===== config.mk =====
export PLATFORM = sky130hd
export DESIGN_NAME = mac_accumulator_flat
export DESIGN_NICKNAME = d
export VERILOG_FILES = /design/src/rtl/mac_pkg.sv /design/src/rtl/mac_accumulator_if.sv /design/src/rtl/mac_accumulator_sat_add.sv /design/src/rtl/mac_accumulator.sv /design/src/flat_wrapper.sv
export SDC_FILE = /design/constraint.sdc
export NUM_CORES = 1
export LEC_CHECK = 0
export CAP_MARGIN = 0
export CELL_PAD_IN_SITES_DETAIL_PLACEMENT = 2
export CELL_PAD_IN_SITES_GLOBAL_PLACEMENT = 2
export CORE_AREA = 4 4 112 114
export CTS_CLUSTER_DIAMETER = 200
export CTS_CLUSTER_SIZE = 25
export DETAILED_ROUTE_END_ITERATION = 6
export DIE_AREA = 0 0 116 118
export PLACE_DENSITY = 0.86
export SYNTH_ARGS = -nofsm -noshare
export SYNTH_HDL_FRONTEND = slang
export SYNTH_SLANG_ARGS = --single-unit

===== constraint.sdc =====
create_clock -name clk -period 2.7 [get_ports clk]
set_clock_uncertainty 0.15 [all_clocks]
set_input_delay 0.27 -clock clk [delete_from_list [all_inputs] [get_ports clk]]
set_output_delay 0.27 -clock clk [all_outputs]
set_load 0.02 [all_outputs]

===== src/rtl/mac_pkg.sv =====
// Shared types and width/limit helpers for the MAC accumulator family.
package mac_pkg;

  typedef enum logic {
    IDLE = 1'b0,
    WAIT = 1'b1
  } mac_state_t;

  function automatic int acc_width(input int opsize, input int guard);
    return 2 * opsize + guard;
  endfunction

  function automatic int cnt_width(input int nterms);
    return (nterms <= 2) ? 1 : $clog2(nterms);
  endfunction

  // Limits are returned 64 bits wide; callers cast down to their own width.
  function automatic logic [63:0] sat_max(input int w);
    return (64'd1 << (w - 1)) - 64'd1;
  endfunction

  function automatic logic [63:0] sat_min(input int w);
    return ~sat_max(w);
  endfunction

endpackage


===== src/rtl/mac_accumulator_if.sv =====
// Multiplier-side handshake plus accumulator status bundle.
interface mac_accumulator_if #(
  parameter int OPSIZE = 8,
  parameter int NTERMS = 4,
  parameter int GUARD  = 4
);
  localparam int ACCW = mac_pkg::acc_width(OPSIZE, GUARD);
  localparam int CW   = mac_pkg::cnt_width(NTERMS);

  logic                     clr;
  logic                     start;
  logic                     mul_ready;
  logic signed [2*OPSIZE-1:0] mul_out;
  logic signed [ACCW-1:0]   acc_out;
  logic signed [ACCW-1:0]   result;
  logic                     done;
  logic [CW-1:0]            term_cnt;
  logic                     busy;
  logic                     ovf;
  logic                     err;

  modport master (
    output clr, start, mul_ready, mul_out,
    input  acc_out, result, done, term_cnt, busy, ovf, err
  );

  modport slave (
    input  clr, start, mul_ready, mul_out,
    output acc_out, result, done, term_cnt, busy, ovf, err
  );
endinterface


===== src/rtl/mac_accumulator_sat_add.sv =====
// Combinational signed saturating add of a sign-extended product into an accumulator.
module sat_add
  import mac_pkg::*;
#(
  parameter int ACCW = 20,
  parameter int PW   = 16
) (
  input  logic signed [ACCW-1:0] acc,
  input  logic signed [PW-1:0]   addend,
  output logic signed [ACCW-1:0] sum,
  output logic                   sat
);
  localparam logic signed [ACCW-1:0] MAXV = ACCW'(sat_max(ACCW));
  localparam logic signed [ACCW-1:0] MINV = ACCW'(sat_min(ACCW));

  logic signed [ACCW:0] wide;

  // One extra bit holds the exact sum; disagreeing top bits mean it left range.
  always_comb begin
    wide = {acc[ACCW-1], acc} + {{(ACCW + 1 - PW){addend[PW-1]}}, addend};
    sat  = (wide[ACCW] != wide[ACCW-1]);
    if (!sat)
      sum = wide[ACCW-1:0];
    else if (wide[ACCW])
      sum = MINV;
    else
      sum = MAXV;
  end
endmodule


===== src/rtl/mac_accumulator.sv =====
// Saturating dot-product accumulator trailing a sequential multiplier.
//   state | meaning
//   IDLE  | no product pending; waits for start with mul_ready high
//   WAIT  | product in flight; captures on mul_ready rising, watchdog running
module mac_accumulator
  import mac_pkg::*;
#(
  parameter int OPSIZE  = 8,
  parameter int NTERMS  = 4,
  parameter int GUARD   = 4,
  parameter int TIMEOUT = OPSIZE + 4
) (
  input logic              clk,
  input logic              rst,
  mac_accumulator_if.slave bus
);
  localparam int ACCW = acc_width(OPSIZE, GUARD);
  localparam int PW   = 2 * OPSIZE;
  localparam int CW   = cnt_width(NTERMS);
  localparam int WDW  = $clog2(TIMEOUT + 1);

  mac_state_t             state_q, state_d;
  logic [WDW-1:0]         wd_q, wd_d;
  logic                   busy_q;
  logic                   rdy_q;
  logic                   capture;
  logic                   timeout;
  logic                   final_term;
  logic signed [ACCW-1:0] acc_q, result_q, sum;
  logic [CW-1:0]          cnt_q;
  logic                   done_q, ovf_q, err_q, sat;

  sat_add #(.ACCW(ACCW), .PW(PW)) u_sat_add (
    .acc    (acc_q),
    .addend (bus.mul_out),
    .sum    (sum),
    .sat    (sat)
  );

  assign capture    = (state_q == WAIT) && bus.mul_ready && !rdy_q;
  assign final_term = (cnt_q == CW'(NTERMS - 1));

  always_comb begin
    state_d = state_q;
    wd_d    = wd_q;
    timeout = 1'b0;
    case (state_q)
      IDLE: begin
        if (bus.start && bus.mul_ready) begin
          state_d = WAIT;
          wd_d    = '0;
        end
      end
      WAIT: begin
        if (capture) begin
          state_d = IDLE;
        end else if (wd_q == WDW'(TIMEOUT - 1)) begin
          state_d = IDLE;
          timeout = 1'b1;
        end else begin
          wd_d = wd_q + WDW'(1);
        end
      end
      default: state_d = IDLE;
    endcase
  end

  always_ff @(posedge clk) begin
    if (rst) begin
      state_q <= IDLE;
      busy_q  <= 1'b0;
      wd_q    <= '0;
    end else if (bus.clr) begin
      state_q <= IDLE;
      busy_q  <= 1'b0;
      wd_q    <= '0;
    end else begin
      state_q <= state_d;
      busy_q  <= (state_d == WAIT);
      wd_q    <= wd_d;
    end
  end

  // rdy_q resets high so a ready multiplier out of reset never looks like a rising edge.
  always_ff @(posedge clk) begin
    if (rst) begin
      rdy_q    <= 1'b1;
      acc_q    <= '0;
      result_q <= '0;
      cnt_q    <= '0;
      done_q   <= 1'b0;
      ovf_q    <= 1'b0;
      err_q    <= 1'b0;
    end else begin
      rdy_q  <= bus.mul_ready;
      done_q <= 1'b0;
      if (bus.clr) begin
        acc_q <= '0;
        cnt_q <= '0;
        ovf_q <= 1'b0;
        err_q <= 1'b0;
      end else begin
        if (timeout)
          err_q <= 1'b1;
        if (capture) begin
          if (sat)
            ovf_q <= 1'b1;
          if (final_term) begin
            result_q <= sum;
            done_q   <= 1'b1;
            acc_q    <= '0;
            cnt_q    <= '0;
          end else begin
            acc_q <= sum;
            cnt_q <= cnt_q + CW'(1);
          end
        end
      end
    end
  end

  assign bus.acc_out  = acc_q;
  assign bus.result   = result_q;
  assign bus.done     = done_q;
  assign bus.term_cnt = cnt_q;
  assign bus.busy     = busy_q;
  assign bus.ovf      = ovf_q;
  assign bus.err      = err_q;
endmodule


===== src/flat_wrapper.sv =====
// flat-port wrapper written by rule: the top's interface ports become plain ports
module mac_accumulator_flat import mac_pkg::*;
#(
  parameter int OPSIZE  = 8,
  parameter int NTERMS  = 4,
  parameter int GUARD   = 4,
  parameter int TIMEOUT = OPSIZE + 4
)
  (clk, rst, bus_clr, bus_start, bus_mul_ready, bus_mul_out, bus_acc_out, bus_result, bus_done, bus_term_cnt, bus_busy, bus_ovf, bus_err);
  mac_accumulator_if #(.OPSIZE(OPSIZE), .NTERMS(NTERMS), .GUARD(GUARD)) bus_i ();
  input logic clk;
  input logic rst;
  input wire logic [$bits(bus_i.clr)-1:0] bus_clr;
  input wire logic [$bits(bus_i.start)-1:0] bus_start;
  input wire logic [$bits(bus_i.mul_ready)-1:0] bus_mul_ready;
  input wire logic [$bits(bus_i.mul_out)-1:0] bus_mul_out;
  output wire logic [$bits(bus_i.acc_out)-1:0] bus_acc_out;
  output wire logic [$bits(bus_i.result)-1:0] bus_result;
  output wire logic [$bits(bus_i.done)-1:0] bus_done;
  output wire logic [$bits(bus_i.term_cnt)-1:0] bus_term_cnt;
  output wire logic [$bits(bus_i.busy)-1:0] bus_busy;
  output wire logic [$bits(bus_i.ovf)-1:0] bus_ovf;
  output wire logic [$bits(bus_i.err)-1:0] bus_err;
  assign bus_i.clr = bus_clr;
  assign bus_i.start = bus_start;
  assign bus_i.mul_ready = bus_mul_ready;
  assign bus_i.mul_out = bus_mul_out;
  assign bus_acc_out = bus_i.acc_out;
  assign bus_result = bus_i.result;
  assign bus_done = bus_i.done;
  assign bus_term_cnt = bus_i.term_cnt;
  assign bus_busy = bus_i.busy;
  assign bus_ovf = bus_i.ovf;
  assign bus_err = bus_i.err;
  mac_accumulator #(.OPSIZE(OPSIZE), .NTERMS(NTERMS), .GUARD(GUARD), .TIMEOUT(TIMEOUT)) u_core (.clk(clk), .rst(rst), .bus(bus_i));
endmodule

==> out/results.tsv <==
metric	value	unit
grt.total_usage	0.251	
setup_ws	-0.303	ns
cts_hold_buf	0	
final_cell_mix	buf_4 (93), clkdlybuf4s50_1 (58), dfxtp_1 (44)	
core.rowCount	39	
required	2.74	ns
root_buffer	clkbuf_16	
cpLargestDelayFamily	compound AO/OA/AOI/OAI gates	
worstMarginPinSlew	0.811	ns
synth_flop_cell	dfxtp_1	
cp-endpoint	u_core.bus.result[15]	
crit_slowest_cell	dfxtp_1	
fp.coreArea	11400	um2
critPathLaunch	u_core.bus.acc_out[15]	
setup_viol	40	
nets	561	
leakage	0.00208	uW
period_minus_slack	3.00	ns
dr.pass1.iters	4	
regToRegSetupSlack	-0.30	ns
ir_worst_vdd	0.000479	V
crit_type	reg2reg	
dieHeight	118	um
grt_antenna_before_repair	0	
dp_hpwl	9870	um
initial_utilization	0.266	
ios	67	
io_buffers	66	
synthToLayoutAreaGrowth	75.9	%
violations	setup timing	
ys_warn_count	0	
fin_crit_sh	1.11	
layoutNonFillerInstCount	661	
crit_buf_inv	3	
layout.cells.most_common	buf_4	
hold_viol	0	
drive_gt1_frac	0.434	
status	finished, violations left	
hold_class	reg2reg	
cp_cell_sequence	ha_1 -> buf_4 -> a21oi_2 -> o211ai_1 -> nand3b_1 -> a31oi_1 -> a41o_1 -> buf_6 -> or2_4 -> buf_6 -> o21ai_4 -> a211oi_2	
setup_tns	-9.05	ns
reg2reg_depth	12	
synth_edf_count	0	
crit_path_max_fanout	7	
clk_path_buf_depth	2	
rr_endpoint	u_core.bus.result[15]	
power_density	361	nW/um2
die_w	116	um
syn_inst	357	
dieArea	13700	um2
arrival	3.04	ns
drc	0	
drt_iter0_markers	276	
clk_latency	0.32	ns
num_antenna_cells	0	
grt_setup_unrepaired	true	
grt_overflow	0	
placed_cells	630	
fin_area	5350	um2
syn_avg_cell_area	8.52	um2
routabilityCongestion	0.872	
cp-start-kind	register	
clk_pin_slew	0.08	ns
r2r-start	u_core.bus.acc_out[15]	
synthArstFlopShare	0	
fmax	0.333	GHz
cts_tree	built	
via_count	3733	
end_kind	register	
cpMostUsedCell	buf_6	
syn_nets	401	
critPathMaxStageDelay	0.36	ns
slew_headroom	0.455	
grt_pass1_vias	4190	
synth_cell_types	50	
drv_cap	0	
routed_via_density	5.65	
cts_buffers	5	
placed_area	4490	um2
wirelength	19700	um
ant_nets	0	
netlist_area	3040	um2
synth_seq_cells	51	
grt_max_degree	35	
cts.sinks	51	
wire_per_inst	29.7	um
maxSlewViolCount	0	
htree_num_levels	2	
seq_area_frac_synth	0.336	
worst-path-stages	12	
grt_pass1_wl	26200	um
## sequential cells by signal (all words and copies together), names as in the netlist
register,cells
u_core.wd_q,4
u_core.bus.result,20
u_core.bus.acc_out,20
u_core.bus.err,1
u_core.bus.term_cnt,2
u_core.state_q,1
u_core.rdy_q,1
u_core.bus.done,1
u_core.bus.ovf,1
## per-stage QoR
stage / utilization / power (uW) / setup slack [ns] / hold slack (ns)
after floorplan: - / 901 / 0.0137 / 0.204
after global placement: 0.393 / 1010 / -0.639 / 0.304
after detailed placement: 0.393 / 1020 / -0.922 / 0.318
after CTS: 0.441 / 1850 / -0.0607 / 0.334
after global routing: 0.469 / 1970 / -0.287 / 0.360
final: 0.469 / 1930 / -0.303 / 0.334
## where the power goes
group	internal (uW)	switching (uW)	leakage (uW)
Sequential	752	2.86	0.000415
Clock	440	366	0.0000838
Combinational	160	210	0.00158
## worst register-to-register path, cell delays in order, from the launching register on
cell      delay, ns
dfxtp_1        0.36
ha_1           0.34
buf_4          0.18
a21oi_2        0.27
o211ai_1       0.20
nand3b_1       0.15
a31oi_1        0.14
a41o_1         0.28
buf_6          0.15
or2_4          0.32
buf_6          0.15
o21ai_4        0.08
a211oi_2       0.11
## worst min path at each step
stage              startpoint               to  slack, ns  cells past startpoint
6_report       u_core.bus.ovf   u_core.bus.ovf       0.33                      2
5_1_grt        u_core.bus.ovf   u_core.bus.ovf       0.36                      2
4_1_cts        u_core.bus.ovf   u_core.bus.ovf       0.33                      2
3_5_place_dp   u_core.bus.ovf   u_core.bus.ovf       0.32                      2
3_3_place_gp   u_core.bus.ovf   u_core.bus.ovf       0.30                      2
2_1_floorplan             rst  u_core.bus.done       0.20                      1
## cell usage after synthesis (8+ instances only)
cell type / n / area share
nor2_1: 46 / 0.057
o21ai_2: 9 / 0.026
nand2_1: 20 / 0.025
a21oi_1: 38 / 0.062
a211oi_1: 9 / 0.022
ha_1: 22 / 0.090
inv_1: 9 / 0.011
xnor2_1: 8 / 0.023
xor2_1: 9 / 0.026
a211oi_2: 9 / 0.037
dfxtp_1: 51 / 0.34
o21ai_0: 30 / 0.049
clkbuf_1: 15 / 0.019
## layout make-up
type                       count  area [um2]
tap                          143         179
fill                        1228        6060
clock buffer                   5         125
inverter                       9        36.3
multi-input combinational    280        2440
sequential                    51        1030
timing repair buffer         170        1490
clock inverter                 3        43.8
## routing by layer
metal | track usage | up-vias | wire length (um) | part of all wire
met5 | 0 | - | 0 | 0
met2 | 0.429 | 134 | 9870 | 0.50
met1 | 0.303 | 1908 | 8010 | 0.41
li1 | - | 1623 | - | -
met3 | 0.0463 | 68 | 784 | 0.040
met4 | 0.107 | 0 | 994 | 0.051
## cells by family after synthesis
family          share of synthesized area
compound gates                      0.304
buf+inv                            0.0436
fa+ha+maj                           0.107
mux                               0.00699
flops                               0.336
simple gates                        0.154
xor+xnor                           0.0489
## repair_timing
| item | in CTS | in global routing |
|---|---|---|
| cloned | 1 | 0 |
| pin swaps | 38 | 24 |
| endpoints found under the setup margin | 41 | 40 |
| gates resized for setup | 74 | 46 |
| buffers inserted | 15 | 9 |
Note: power is estimated with default switching activity, not from simulation.
